### src/rtl/add_share_arb.sv
// Round-robin arbiter that time-shares one WIDTH-bit adder among N_REQ requesters.
// One operation in flight: grant and latch operands, add, then hold the tagged result until taken.
//
// state | meaning
// IDLE  | search for a winner from last_grant+1, accept its operands on handshake
// EXEC  | operand registers drive the adder, result registered at the edge
// RESP  | result held on resp_* until resp_ready
module add_share_arb #(
  parameter int N_REQ = 4,
  parameter int WIDTH = 32,
  parameter int IDW   = 2
) (
  input  logic                   clk,
  input  logic                   rst,
  input  logic [N_REQ-1:0]       req_valid,
  output logic [N_REQ-1:0]       req_ready,
  input  logic [N_REQ*WIDTH-1:0] req_a,
  input  logic [N_REQ*WIDTH-1:0] req_b,
  output logic                   resp_valid,
  input  logic                   resp_ready,
  output logic [IDW-1:0]         resp_id,
  output logic [WIDTH-1:0]       resp_sum,
  output logic                   resp_carry
);

  typedef enum logic [1:0] {
    IDLE = 2'd0,
    EXEC = 2'd1,
    RESP = 2'd2
  } state_t;

  state_t           state;
  logic [IDW-1:0]   last_grant;
  logic [IDW-1:0]   cur_id;
  logic [WIDTH-1:0] op_a;
  logic [WIDTH-1:0] op_b;

  logic             grant_found;
  logic [IDW-1:0]   grant_idx;
  logic [WIDTH-1:0] win_a;
  logic [WIDTH-1:0] win_b;
  logic [WIDTH:0]   add_res;

  // Rotating priority: the requester right after the last grant is searched first.
  always_comb begin
    grant_found = 1'b0;
    grant_idx   = '0;
    for (int k = 1; k <= N_REQ; k++) begin
      if (!grant_found && req_valid[(int'(last_grant) + k) % N_REQ]) begin
        grant_found = 1'b1;
        grant_idx   = IDW'((int'(last_grant) + k) % N_REQ);
      end
    end
  end

  always_comb begin
    win_a = req_a[int'(grant_idx)*WIDTH +: WIDTH];
    win_b = req_b[int'(grant_idx)*WIDTH +: WIDTH];
  end

  // Grant depends only on state, rst, req_valid and last_grant; never on resp_ready.
  always_comb begin
    req_ready = '0;
    if (!rst && state == IDLE && grant_found) begin
      req_ready[grant_idx] = 1'b1;
    end
  end

  assign add_res = {1'b0, op_a} + {1'b0, op_b};

  always_ff @(posedge clk) begin
    if (rst) begin
      state      <= IDLE;
      last_grant <= IDW'(N_REQ - 1);
      cur_id     <= '0;
      op_a       <= '0;
      op_b       <= '0;
      resp_valid <= 1'b0;
      resp_id    <= '0;
      resp_sum   <= '0;
      resp_carry <= 1'b0;
    end else begin
      case (state)
        IDLE: begin
          if (grant_found) begin
            op_a       <= win_a;
            op_b       <= win_b;
            cur_id     <= grant_idx;
            last_grant <= grant_idx;
            state      <= EXEC;
          end
        end
        EXEC: begin
          resp_sum   <= add_res[WIDTH-1:0];
          resp_carry <= add_res[WIDTH];
          resp_id    <= cur_id;
          resp_valid <= 1'b1;
          state      <= RESP;
        end
        RESP: begin
          if (resp_ready) begin
            resp_valid <= 1'b0;
            state      <= IDLE;
          end
        end
        default: begin
          resp_valid <= 1'b0;
          state      <= IDLE;
        end
      endcase
    end
  end

endmodule

### config.mk
export PLATFORM = sky130hd
export DESIGN_NAME = add_share_arb
export DESIGN_NICKNAME = d
export VERILOG_FILES = /design/src/rtl/add_share_arb.sv
export SDC_FILE = /design/constraint.sdc
export NUM_CORES = 1
export LEC_CHECK = 0
export ABC_AREA = 1
export BUFFER_PORTS_ARGS = -buffer_cell sky130_fd_sc_hd__buf_4
export CAP_MARGIN = 20
export CORE_UTILIZATION = 35
export CTS_CLUSTER_SIZE = 30
export DETAILED_ROUTE_END_ITERATION = 12
export PLACE_DENSITY = 0.63
export REMOVE_ABC_BUFFERS = 1
export SYNTH_ARGS = -nofsm -noshare
export SYNTH_HDL_FRONTEND = slang
export SYNTH_SLANG_ARGS = --single-unit
### constraint.sdc
create_clock -name clk -period 2.59 [get_ports clk]
set_input_delay 0.259 -clock clk [delete_from_list [all_inputs] [get_ports clk]]
set_output_delay 0.259 -clock clk [all_outputs]
set_load 0.03 [all_outputs]
Word level (Yosys, flattened, before mapping)
Cells that the tools add are included.

Register bits: 106. Bits in latches: 0. RAM bits: 0. ROM bits: 0. Bits of input ports: 263. Output and inout bits: 40. Logic and storage cells: 77. Memories: 0.

Add/subtract/negate cells: 5. Multiply operators: 0. Div/mod/pow operators: 0. Magnitude comparators: 6. Eq/ne operators: 4. Shift-type cells: 2. Mux-type cells: 28. Bitwise operators: 5. Reduce and logical (&&, ||, !) cells: 18.

Operators with widths (number): $shiftx A128 B8 Y32 (2); $add A32 B32 Y33 (1); $lt A3 B4 Y1 const B (4); $mux W1 (14); $mux W2 (6); $bmux W1 S2 (4); $reduce_or A2 Y1 (4); $logic_and A1 B1 Y1 (6); $pmux W2 S3 (1); $reduce_and A2 Y1 (3); $add A2 B1 Y2 const B (2); $add A2 B2 Y2 const B (2); $and A1 B1 Y1 const A (4); $logic_not A1 Y1 (4); $mux W4 (1); $ne A2 B2 Y1 const B (2); $lt A2 B3 Y1 const B (1); $pmux W1 S3 (1); $demux W1 S2 (1); $eq A2 B1 Y1 const B (1); $eq A2 B2 Y1 const B (1); $ge A2 B1 Y1 const B (1); $logic_not A2 Y1 (1); $not A1 Y1 (1).

Logic depth before layout (Yosys ltp)
Depth after elaboration: 21. Mapped depth: 19. Depth with buffers taken out: 16.

Worst setup path after synthesis
No wires, ideal clock.

Path kind: reg-to-output. Start point: reg last_grant[0]. End point: out req_ready[0]. Data arrival time: 2.141 ns. Data required time: 2.331 ns. Path slack: 0.190 ns. Cell stages (with the launch flop): 14. Path buffers: 3. Cells stage by stage: dfxtp_1 > buf_4 > inv_4 > nand2_1 > nand2_1 > nand2_1 > nand2_1 > a21oi_2 > nand3_2 > nand2_2 > buf_6 > buf_6 > inv_1 > nor3_1.

Cells in the longest elaborated chain, start to end: 19. Elaborated cells between the ends (all ways): 37. Classes of those cells: 4 x add/sub; 2 x order compare; 23 x mux; 8 x reduce/logical.

RTL lines: start: declaration (RTL line 33) `logic [IDW-1:0] last_grant;`; start signal: assignment (RTL line 74) `last_grant <= IDW'(N_REQ - 1);`; start signal: assignment (RTL line 89) `last_grant <= grant_idx;`; $add A2 B1 Y2 (RTL line 49, 51); $bmux W1 S2 (RTL line 49) `if (!grant_found && req_valid[(int'(last_grant) + k) % N_REQ]) begin`; $mux W1 (implied by the code) (2 in a row) (RTL line 49); $mux W1 (RTL line 49); $logic_not A1 Y1 (RTL line 49); $logic_and A1 B1 Y1 (RTL line 49); $mux W1 (RTL line 49); $logic_not A1 Y1 (RTL line 49); [2 not listed]; $logic_not A1 Y1 (RTL line 49); $logic_and A1 B1 Y1 (RTL line 49); $mux W2 (RTL line 49); $lt A2 B3 Y1 (implied by the code) / $ge A2 B1 Y1 (equally long branches) (RTL line 65) `req_ready[grant_idx] = 1'b1;`; $logic_and A1 B1 Y1 (implied by the code) (RTL line 65); $mux W1 (implied by the code) (RTL line 65); $demux W1 S2 (RTL line 65); $mux W4 * (RTL line 64) `if (!rst && state == IDLE && grant_found) begin`; end: declaration (RTL line 16) `output logic [N_REQ-1:0] req_ready,`.

Every way passes the cells marked *; elsewhere a longest branch is shown, timed or not. The select of a mux whose other input is x is not followed.

Final worst setup path
Start point: reg last_grant[0]. End point: out req_ready[3].

Same word-level chain as after synthesis.

==> flow_metrics.env <==
export IMPL_cap_violations=0
export IMPL_fin_hold_ws_ns=0.2185
export IMPL_cts_buffer_depth=2
export IMPL_multi_input_area_mm2=0.005660
export IMPL_status="complete, no violations"
export IMPL_cp_start_kind="flop"
export IMPL_fin_cells=2171
export IMPL_relSlewSlack_pct=53.23
export IMPL_gp_congestion=0.8724
export IMPL_hp_class="primary input to flop"
export IMPL_dr_pass1_iters=5
export IMPL_cp_required_ns=2.33
export IMPL_die_w_um=160.9
export IMPL_cts_sinks=106
export IMPL_drv_slew=0
export IMPL_synth_top_area_share_pct=25.44
export IMPL_synth_largest_area_cell="nand2_1"
export IMPL_syn_inst=1601
export IMPL_synth_area_top_cells="nand2_1, dfxtp_1, nand3_1"
export IMPL_end_kind="output port"
export IMPL_via_per_inst=4.781
export IMPL_grt_usage_pct=21.01
export IMPL_critPathArrivalTime_ns=2.18
export IMPL_seqCellArea_mm2=0.002123
export IMPL_tritoncts="built"
export IMPL_fill_cells=2703
export IMPL_layout_drive_gt1_share_pct=18.84
export IMPL_r2r_start="last_grant[0]$_SDFFE_PP1P_"
export IMPL_wl_um=27600
export IMPL_rsz0062_at_grt="yes"
export IMPL_period_share_pct=94.13
export IMPL_power_density_mw_per_mm2=1365
export IMPL_dr_first_iter_drc_count=637
export IMPL_reg2reg_slack_ns=0.39
export IMPL_synth_cell_types=36
export IMPL_grt_pass1_vias=9483
export IMPL_port_buffers=302
export IMPL_drtAntennaViolNets=0
export IMPL_rows=57
export IMPL_r2r_end="op_b[17]$_SDFFE_PP0P_"
export IMPL_final_cell_mix="nand2_1, buf_4, nand3_1"
export IMPL_hpwl_um=20550
export IMPL_clock_latency_ns=0.36
export IMPL_grt_pass1_wl_um=45350
export IMPL_path_max_fanout=10
export IMPL_final_common_cell="nand2_1"
export IMPL_cellLeakagePower_nw=6.720
export IMPL_place_inst=2153
export IMPL_root_buffer="clkbuf_16"
export IMPL_wl_per_cell_um=12.71
export IMPL_synth_warnings=0
export IMPL_avgSynthCellArea_um2=5.520
export IMPL_endpoint="req_ready[3]"
export IMPL_finalSetupViolCount=0
export IMPL_cp_startpoint="last_grant[0]$_SDFFE_PP1P_"
export IMPL_fmax_mhz=410.2
export IMPL_vias=10380
export IMPL_syn_area_mm2=0.008837
export IMPL_n_antenna_cell=0
export IMPL_cts_clk_slew_worst_paths_ns=0.07
export IMPL_fin_worst_skew_ns=0.008674
export IMPL_path_common_cell="nand2_1"
export IMPL_cts_buffers=9
export IMPL_area_delta_synth_final_pct=30.55
export IMPL_grt_max_degree=75
export IMPL_hold_violations=0
export IMPL_path_cells="inv_4 > nand2_1 > nand2_1 > nand2_1 > nand2_1 > inv_1 > nand3_4 > nand2_1 > inv_4 > nand2_1 > nor3_1 > buf_4"
export IMPL_cp_slowest_cell="dfxtp_2"
export IMPL_ios=303
export IMPL_crit_type="flop to output port"
export IMPL_layout_min_cycle_time_ns=2.438
export IMPL_ir_drop_uv=1760
export IMPL_final_nets=2138
export IMPL_yosys_register_bits=106
export IMPL_die_y_um=160.9
export IMPL_yosysSeqAreaShare_pct=24.01
export IMPL_die_area_mm2=0.02589
export IMPL_start_util_pct=36.02
export IMPL_cts_htree_levels=3
export IMPL_core_area_mm2=0.02453
export IMPL_gr_total_overflow=0
export IMPL_r2r_cells=15
export IMPL_antenna_found_initial=0
export IMPL_max_stage_delay_ns=0.38
export IMPL_tightest_slew_ns=0.7016
export IMPL_route_detailed_drc=0
## cell type report
cell class	count	share of cell area, %
multi-input cells	1255	49.06
repair buffers	319	21.62
flip-flops and latches	106	18.40
inverters	151	4.956
well taps	324	3.514
clock buffers	11	2.104
clock inverters	5	0.3362
## state kept, by name, summed over array words and instances, names as in the netlist
signal      cells
op_a           32
op_b           32
resp_sum       32
cur_id          2
last_grant      2
resp_id         2
state           2
resp_carry      1
resp_valid      1
## per-stage QoR
| step | power, mW | setup WS [ns] | util (%) | instance area [µm²] | setup TNS (ns) |
|---|---|---|---|---|---|
| final | 15.75 | 0.1519 | 47.03 | 11540 | 0 |
| after global routing | 17.68 | -0.004279 | 47.03 | 11540 | -0.006281 |
| after CTS | 15.88 | 0.07886 | 47.02 | 11540 | 0 |
| after detailed placement | 14.45 | 0.1665 | 45.81 | 11240 | 0 |
| after global placement | 14.32 | 0.2444 | 45.81 | 11240 | 0 |
| after floorplan | 9.801 | -3.390 | - | 8317 | -207.44 |
## critical path, delay by kind of cell, from the launching register on
| kind | cells | cell delay [ns] |
|---|---|---|
| flip-flops | 1 | 0.38 |
| AND/OR/NAND/NOR | 8 | 0.92 |
| buffers and inverters | 4 | 0.51 |
## Yosys cell counts
| cell | n |
|---|---|
| o21ai_0 | 39 |
| xor2_1 | 12 |
| o21bai_1 | 7 |
| buf_6 | 11 |
| a21oi_2 | 2 |
| a31oi_1 | 1 |
| nor3_1 | 11 |
| nor4b_1 | 1 |
| nand4_1 | 6 |
| o21ai_1 | 1 |
| nand2_2 | 2 |
| nand3_2 | 1 |
| xnor2_1 | 1 |
| a21oi_1 | 41 |
| nand2_1 | 599 |
| nor2_1 | 239 |
| o221ai_1 | 1 |
| nand3_1 | 240 |
| buf_1 | 1 |
| buf_2 | 47 |
| inv_1 | 147 |
| or2_2 | 1 |
| nor2_2 | 1 |
| inv_2 | 3 |
| buf_4 | 12 |
| dfxtp_1 | 106 |
| clkbuf_1 | 18 |
| fa_1 | 1 |
| a21boi_0 | 1 |
| a21o_1 | 7 |
| inv_4 | 1 |
| o21a_1 | 3 |
| ha_1 | 32 |
| nor4_1 | 2 |
| nand3b_1 | 1 |
| o211ai_1 | 2 |
## report_power, final
| part | switching [mW] | internal [mW] |
|---|---|---|
| logic | 7.70 | 4.06 |
| clock network | 0.643 | 0.685 |
| registers | 0.379 | 2.29 |
| total | 8.72 | 7.03 |
## worst min path at each step
stage                           startpoint                      to  slack, ns  cells past startpoint
finish                          resp_ready   state[1]$_SDFFE_PP0P_       0.22                      3
global route                    resp_ready   state[1]$_SDFFE_PP0P_       0.21                      3
CTS                             resp_ready   state[1]$_SDFFE_PP0P_       0.20                      3
detailed placement  cur_id[1]$_SDFFE_PP0P_  cur_id[1]$_SDFFE_PP0P_       0.46                      2
global placement    cur_id[0]$_SDFFE_PP0P_  cur_id[0]$_SDFFE_PP0P_       0.46                      2
floorplan                              rst  cur_id[0]$_SDFFE_PP0P_       0.33                      1
## per-layer routing
layer | up-vias | GRT usage (%) | share of wire [%]
met5 | - | 0 | 0
met4 | 0 | 5.660 | 1.5
met3 | 31 | 2.867 | 4.8
met2 | 252 | 34.97 | 45
met1 | 4598 | 28.28 | 48
li1 | 5499 | - | -
## repair_timing
action                                  in CTS  in global routing
pin swaps                                    1                  0
resized for setup                            0                  1
hold buffers                                 0                  0
endpoints found under the setup margin       4                  4
setup buffers                                2                  0
## logic make-up (layout without fill, tap and decap cells)
family | count (synthesis) | count (layout) | synth area share [%]
simple gates | 1104 | 1104 | 50.96
buf+inv | 240 | 486 | 12.33
flops | 106 | 106 | 24.01
compound gates | 105 | 105 | 6.654
fa+ha+maj | 33 | 33 | 4.757
xor+xnor | 13 | 13 | 1.288
No activity file was read; power rests on OpenSTA's default activity.
